--- config.mk ---
export PLATFORM = sky130hd
export DESIGN_NAME = hex_scan_driver
export DESIGN_NICKNAME = d
export VERILOG_FILES = /design/src/rtl/hex_scan_driver.sv
export SDC_FILE = /design/constraint.sdc
export NUM_CORES = 1
export LEC_CHECK = 0
export CAP_MARGIN = 20
export CORE_MARGIN = 2
export CORE_UTILIZATION = 60
export DETAILED_ROUTE_END_ITERATION = 7
export GPL_TIMING_DRIVEN = 0
export HOLD_SLACK_MARGIN = 0.08
export PLACE_DENSITY = 0.9
export SLEW_MARGIN = 20
export SYNTH_ARGS = -nofsm -noshare
export SYNTH_HDL_FRONTEND = slang
export SYNTH_SLANG_ARGS = --single-unit
export TNS_END_PERCENT = 20
--- constraint.sdc ---
create_clock -name clk -period 3.8 [get_ports clk]
set_input_delay 0.57 -clock clk [delete_from_list [all_inputs] [get_ports clk]]
set_output_delay 0.57 -clock clk [all_outputs]
set_load 0.02 [all_outputs]
--- src/rtl/hex_scan_driver.sv ---
`default_nettype none
// +--------------------------------------------------------------------------+
// | Module   : hex_scan_driver                                               |
// | Purpose  : Time-multiplexed driver for a common-anode bank of seven-     |
// |            segment hex digits. Scans one digit at a time, optional       |
// |            leading-zero blanking, tear-free value updates that commit    |
// |            only at frame boundaries.                                     |
// | Ports    : clk           - system clock, all state on rising edge        |
// |            reset         - synchronous active-high reset                 |
// |            enable        - 1: scan runs; 0: counters hold, display dark  |
// |            load          - capture value/dp_in into the pending buffer   |
// |            value         - packed nibbles, digit 0 = bits [3:0]          |
// |            dp_in         - decimal point request per digit               |
// |            blank_leading - enable leading-zero blanking                  |
// |            seg           - segments {g,f,e,d,c,b,a}                      |
// |            dp            - decimal point of the active digit             |
// |            anode         - one-hot digit select                          |
// |            frame_done    - one-cycle pulse per completed scan frame      |
// | Revision : 1.0 - initial release                                         |
// +--------------------------------------------------------------------------+
module hex_scan_driver #(
  parameter int NUM_DIGITS     = 4,
  parameter int SCAN_DIV       = 50000,
  parameter bit SEG_ACTIVE_LOW = 1'b1,
  parameter bit AN_ACTIVE_LOW  = 1'b1
) (
  input  logic                    clk,
  input  logic                    reset,
  input  logic                    enable,
  input  logic                    load,
  input  logic [4*NUM_DIGITS-1:0] value,
  input  logic [NUM_DIGITS-1:0]   dp_in,
  input  logic                    blank_leading,
  output logic [6:0]              seg,
  output logic                    dp,
  output logic [NUM_DIGITS-1:0]   anode,
  output logic                    frame_done
);

  localparam int c_div_w = (SCAN_DIV > 1) ? $clog2(SCAN_DIV) : 1;
  localparam int c_idx_w = (NUM_DIGITS > 1) ? $clog2(NUM_DIGITS) : 1;

  // Internal patterns are built active-low; these masks flip them at the pins.
  localparam logic [6:0]            c_seg_xor = SEG_ACTIVE_LOW ? 7'h00 : 7'h7F;
  localparam logic                  c_dp_xor  = ~SEG_ACTIVE_LOW;
  localparam logic [NUM_DIGITS-1:0] c_an_xor  = {NUM_DIGITS{~AN_ACTIVE_LOW}};
  localparam logic [6:0]            c_seg_off = 7'h7F ^ c_seg_xor;
  localparam logic                  c_dp_off  = 1'b1 ^ c_dp_xor;
  localparam logic [NUM_DIGITS-1:0] c_an_off  = {NUM_DIGITS{1'b1}} ^ c_an_xor;

  logic [c_div_w-1:0]      r_div;
  logic [c_idx_w-1:0]      r_idx;
  logic [4*NUM_DIGITS-1:0] r_disp_val;
  logic [NUM_DIGITS-1:0]   r_disp_dp;
  logic [4*NUM_DIGITS-1:0] r_pend_val;
  logic [NUM_DIGITS-1:0]   r_pend_dp;
  logic                    r_pend_valid;
  logic [6:0]              r_seg;
  logic                    r_dp;
  logic [NUM_DIGITS-1:0]   r_anode;
  logic                    r_frame_done;

  logic                    w_div_last;
  logic                    w_idx_last;
  logic                    w_boundary;
  logic [3:0]              w_nib;
  logic                    w_dp_sel;
  logic                    w_zero_sel;
  logic [NUM_DIGITS-1:0]   w_an_sel;
  logic [NUM_DIGITS-1:0]   w_zero_from;
  logic                    w_blank;
  logic [6:0]              w_seg_hex;
  logic [6:0]              w_seg_raw;

  assign w_div_last = (r_div == c_div_w'(SCAN_DIV - 1));
  assign w_idx_last = (r_idx == c_idx_w'(NUM_DIGITS - 1));
  // Boundary only exists on an enabled cycle, so a disabled scan never commits.
  assign w_boundary = enable && w_div_last && w_idx_last;

  // w_zero_from[i]: every display nibble from digit i upward is zero.
  generate
    for (genvar gi = 0; gi < NUM_DIGITS; gi++) begin : g_zero
      assign w_zero_from[gi] = (r_disp_val[4*NUM_DIGITS-1:4*gi] == '0);
    end
  endgenerate

  // Per-digit selection by explicit compare keeps the index in range for any
  // NUM_DIGITS, including non-powers of two.
  always_comb begin
    w_nib      = 4'h0;
    w_dp_sel   = 1'b0;
    w_zero_sel = 1'b0;
    w_an_sel   = '0;
    for (int i = 0; i < NUM_DIGITS; i++) begin
      if (r_idx == c_idx_w'(i)) begin
        w_nib       = r_disp_val[4*i +: 4];
        w_dp_sel    = r_disp_dp[i];
        w_zero_sel  = w_zero_from[i];
        w_an_sel[i] = 1'b1;
      end
    end
  end

  // Digit 0 always shows, so a zero value still reads "0".
  assign w_blank = blank_leading && (r_idx != '0) && w_zero_sel;

  always_comb begin
    w_seg_hex = 7'h7F;
    case (w_nib)
      4'h0: w_seg_hex = 7'h40;
      4'h1: w_seg_hex = 7'h79;
      4'h2: w_seg_hex = 7'h24;
      4'h3: w_seg_hex = 7'h30;
      4'h4: w_seg_hex = 7'h19;
      4'h5: w_seg_hex = 7'h12;
      4'h6: w_seg_hex = 7'h02;
      4'h7: w_seg_hex = 7'h78;
      4'h8: w_seg_hex = 7'h00;
      4'h9: w_seg_hex = 7'h10;
      4'hA: w_seg_hex = 7'h08;
      4'hB: w_seg_hex = 7'h03;
      4'hC: w_seg_hex = 7'h46;
      4'hD: w_seg_hex = 7'h21;
      4'hE: w_seg_hex = 7'h06;
      4'hF: w_seg_hex = 7'h0E;
      default: w_seg_hex = 7'h7F;
    endcase
  end

  assign w_seg_raw = w_blank ? 7'h7F : w_seg_hex;

  always_ff @(posedge clk) begin
    if (reset) begin
      r_div        <= '0;
      r_idx        <= '0;
      r_disp_val   <= '0;
      r_disp_dp    <= '0;
      r_pend_val   <= '0;
      r_pend_dp    <= '0;
      r_pend_valid <= 1'b0;
      r_seg        <= c_seg_off;
      r_dp         <= c_dp_off;
      r_anode      <= c_an_off;
      r_frame_done <= 1'b0;
    end else begin
      if (enable) begin
        if (w_div_last) begin
          r_div <= '0;
          r_idx <= w_idx_last ? '0 : r_idx + c_idx_w'(1);
        end else begin
          r_div <= r_div + c_div_w'(1);
        end
      end

      // A load landing on the boundary bypasses pending so it shows in the
      // very next frame; otherwise pending commits at the boundary and a
      // later load simply overwrites it.
      if (w_boundary && load) begin
        r_disp_val   <= value;
        r_disp_dp    <= dp_in;
        r_pend_valid <= 1'b0;
      end else begin
        if (w_boundary && r_pend_valid) begin
          r_disp_val   <= r_pend_val;
          r_disp_dp    <= r_pend_dp;
          r_pend_valid <= 1'b0;
        end
        if (load) begin
          r_pend_val   <= value;
          r_pend_dp    <= dp_in;
          r_pend_valid <= 1'b1;
        end
      end

      // Pins are registered from the pre-edge idx/display state.
      r_frame_done <= w_boundary;
      if (enable) begin
        r_seg   <= w_seg_raw ^ c_seg_xor;
        r_dp    <= ~w_dp_sel ^ c_dp_xor;
        r_anode <= ~w_an_sel ^ c_an_xor;
      end else begin
        r_seg   <= c_seg_off;
        r_dp    <= c_dp_off;
        r_anode <= c_an_off;
      end
    end
  end

  assign seg        = r_seg;
  assign dp         = r_dp;
  assign anode      = r_anode;
  assign frame_done = r_frame_done;

endmodule
`default_nettype wire

* After elaboration in Yosys (flattened, before gate mapping)
Memory sizes are Yosys's and may differ from the RTL's. A register that Yosys moved wholly into a read port is not among the register bits. Index checks and enable logic that the tools add are counted. Widths: inputs -> output; s select.
Storage, ports and cells: register bits 65, bits in latches 0, RAM bits 0, bits in read-only memories 112, input port bits 25, memories kept 1
Memories:
- (no name shown) | words 16, bits a word 7, rd ports 1, clocked after memory_dff 1, write ports 0, RTL line 109 | case (w_nib)
Operators by class: $add $sub $neg 2, multipliers 0, div/mod/pow operators 0, magnitude comparators 0, equal/unequal tests 4, shift-type cells 0, muxes and demuxes 24, bitwise operators 4, reductions and logical operators 19
Operator list (count):
- $mux 16 | 3
- $mux 4 | 6
- $add 16x1->16 const B | 1
- $eq 16x16->1 const B | 1
- $logic_not 16->1 | 1
- $mux 1 | 14
- $logic_not 12->1 | 1
- $logic_not 8->1 | 1
- $logic_and 1x1->1 | 6
- $reduce_bool 2->1 | 3
- $eq 2x2->1 const B | 2
- $logic_not 4->1 | 1
- $not 4->4 | 1
- $reduce_and 2->1 | 2
- $reduce_or 2->1 | 2
- $not 1->1 | 3
- $reduce_or 3->1 | 1
- $add 2x1->2 const B | 1
- $eq 2x1->1 const B | 1
- $logic_not 2->1 | 1
- $mux 2 | 1

* Depth between registers and ports, before layout
depth after elaboration 7, depth in mapped cells 11, gate-level depth less buffers 10

* Least setup slack after synthesis
No wires, ideal clock.
path type register to register, start point register r_idx[1], end point register r_seg[3], in the netlist seg[3], setup time 0.126 ns, data arrival time 2.118 ns, data required time 3.674 ns, slack 1.555 ns, cell stages (with the launch flop) 11, buffers on the path 1, clock period less this slack 2.245 ns, cells stage by stage dfxtp_1 > inv_1 > ha_1 > buf_2 > nand3b_1 > a221oi_1 > inv_1 > ha_1 > nor2_1 > a211oi_1 > o21ai_0
Between the ends: cells in the longest elaborated chain, start to end 7, elaborated cells between the ends (all ways) 16, those cells by class eq/ne: 3; mux: 8; reduce/logical: 5
RTL lines:
- start, declared | RTL line 52 | logic [c_idx_w-1:0] r_idx;
- start signal, assigned | RTL line 149 | r_idx <= w_idx_last ? '0 : r_idx + c_idx_w'(1);
- $logic_not 2->1 | RTL line 95 | if (r_idx == c_idx_w'(i)) begin
- $mux 1 (4 in series) | RTL line 95
- $logic_and 1x1->1 | RTL line 105 | assign w_blank = blank_leading && (r_idx != '0) && w_zero_sel;
- $reduce_or 3->1 (no line)
- end, declared | RTL line 58 | logic [6:0] r_seg;
Several ways; a longest one is shown, not always the timed one. A chain may end at the register's enable or synchronous reset.

* Worst setup path in the final report
start point register r_idx[0], end point register r_seg[1], in the netlist seg[1]
The elaborated chain is that of the path after synthesis.

==> metrics <==
post-CTS setup-driven buffer insertion count 0; DR DRC count 0; PD cells 388 nW/um^2; Placed Area 3790 um^2; first-pass GRT wire length 12200 um; Lkg Pwr 1.50 nW; most frequent cells in the layout dfxtp_1, nor2_1, clkdlybuf4s50_1; Root Driver clkbuf_8; worst path cell trace ha_1, buf_2, buf_2, nor3b_1, a221oi_1, inv_1, ha_1, o21ai_0, o221ai_1; Nets 423; Post-Synthesis Cells 340; switch share 21.8%; DP Cell Count 448; Design Area, Final 4000 um^2; number of synthesized register bits 72; DR pass1 iterations 4; Min-Delay Path Class reg -> reg; Slew HR 56.1%; hpwl dp 4950 um; Worst Path Max Fanout 10; Top delay family on crit path compound AO/OA/AOI/OAI gates; Yosys cell types 41; CP Launch Type flip-flop; CP required 4000 ps; most common cell after layout, fill and taps aside dfxtp_1; Syn Std Cell Area 3340 um^2; CTS tree done; vias in the first global route 2615; port bufs 36; CP max-delay cell a221oi_1; mean number of vias per cell 5.76; number of antenna diodes 0; Initial Utilization 61.4%; GRT overflow 0; CTS clk-pin slew, worst paths 70 ps; Bufs on Longest Clock Path 2; setup repair after global routing missed its margin no; max incr delay on CP 540 ps; top cells by area, synth dfxtp_1, o2bb2ai_2, mux2i_1, nor2_1, ha_1; Die Span Y 78.6 um; Area Growth Syn to Fin 19.9%; fmax 375 MHz; sequential fraction of the synthesis area 43.2%; H-tree Lvls 3; maximum vdd drop 275 uV; DRT Wirelength 7050 um; DRT iter0 DRCs 204; Final Util 73.6%; Tcrit/Tclk final 70.1%; row count 27; Hold Crit Start r_disp_dp[2]; share of the synthesized area in the top cell type 43.2%; Psw 340 uW; routability cong. 0.883; critical path startpoint r_idx[0]; DR vias 2671; Worst-Margin Slew 659 ps; setup violators final 0; min cycle time layout 2670 ps; combinational power share 7.1%; CTS sink cnt 72; antenna violations before repair 0; Power Total 1.55 mW; WP buf/inv 3; reg-to-reg startpoint r_idx[0]; Num CTS Buffers 9; GRT Overall Usage 25.1%; Die Wd 78.6 um; Clock Latency Late Sink 350 ps; Critical Path Sink Type flip-flop; core area 5440 um^2; DRT antenna net count 0; Hold Fails Final Rpt 0; fin cells 464; Die ar. 6180 um^2; clock skew 8.09 ps; Max Cap Viol 0; hold_buf cts 0; syn_area_per_cell 9.82 um^2; kind of critical path reg -> reg; status completed; PostCTS Resize Cnt 0; Internal 1.22 mW; I/O Pins 38; CP arrival 2870 ps; Routed wire per std cell 15.2 um; Final Max Tran Viols 0; Clk pwr share 42.5%; largest area contributor in the netlist dfxtp_1; largest net degree at the start of global routing 12; Flop pwr share 50.4%; setup_tns 0 ps; layout cells sized above 1 14.0%; Syn Nets 376; total number of yosys warnings 0
-- area by class of cell --
type                            instances  area, um^2
Buffer                                 21         118
Clock buffer                           13         149
Clock inverter                          3        65.1
Fill cell                             387        1440
Inverter                               13        48.8
Multi-Input combinational cell        234        1730
Sequential cell                        72        1440
Tap cell                               72        90.1
Timing Repair Buffer                   36         360
-- cell families after synthesis --
group	share of synthesized area (%)
AO/OA/AOI/OAI	19.5
XOR/XNOR	3.93
adder cells (fa/ha/maj)	4.12
buffers and inverters	4.98
flip-flops	43.2
multiplexers	6.59
AND/OR/NAND/NOR	17.7
-- worst paths after layout --
path | end | slack, ps | cells after the start
setup / recovery | seg[1] | 1130 | 9
hold / removal | r_disp_dp[2] | 480 | 1
setup reg to reg | seg[1] | 1130 | 9
hold reg to reg | r_disp_dp[2] | 480 | 1
-- worst register-to-register path: stages, from the launching register on --
cell	delay [ps]
dfxtp_1	420
ha_1	180
buf_2	180
buf_2	240
nor3b_1	80
a221oi_1	540
inv_1	220
ha_1	340
o21ai_0	180
o221ai_1	140
-- routing by layer --
layer	vias up	GRT usage, %	wire [um]
met2	76	40.2	3360
met4	0	11.8	155
met5	-	0	0
met1	1262	32.5	3260
li1	1320	-	-
met3	13	4.94	283
-- flip-flops by register name, summed over array words and instances (netlist names) --
name	flops
dp	1
r_pend_valid	1
r_pend_dp	4
seg	7
anode	4
frame_done	1
r_idx	2
r_disp_dp	4
r_disp_val	16
r_div	16
r_pend_val	16
-- stage by stage --
stage               hold WS [ps]  worst slack [ps]
finish                       476              1130
global route                 491               763
CTS                          479              1150
detailed placement           459              1180
global placement             462              1220
floorplan                    447              1560
-- power groups by stage --
stage          clock, mW  combinational, mW  sequential (mW)
2_1_floorplan          0             0.0553            0.803
3_3_place_gp           0              0.105            0.799
3_5_place_dp           0              0.110            0.800
4_1_cts            0.667              0.111            0.783
5_1_grt            0.698              0.120            0.785
6_report           0.661              0.111            0.783
-- cell usage after synthesis --
cell       number
a211oi_1        5
a21o_1          1
a21oi_1         9
a221o_1         1
a221oi_1        3
and2_0          1
and3_1          4
and3b_1         1
and4_1          1
buf_2          10
buf_4           3
buf_6           2
clkbuf_1        6
dfxtp_1        72
ha_1           11
inv_1          13
mux2i_1        22
nand2_1        23
nand2b_1        1
nand3_1         1
nand3b_1        4
nand4_1         5
nand4_4         1
nand4b_1        2
nor2_1         49
nor2b_1         1
nor3_1          4
nor3b_1         3
nor4_1          4
nor4b_4         2
o211a_1         1
o21ai_0         7
o21ai_1         1
o221ai_1        5
o22ai_1        21
o2bb2ai_2      20
or2_2           3
or3_4           1
or3b_1          1
xnor2_1         6
xor2_1          9
Note: power is estimated with default switching activity, not from simulation.
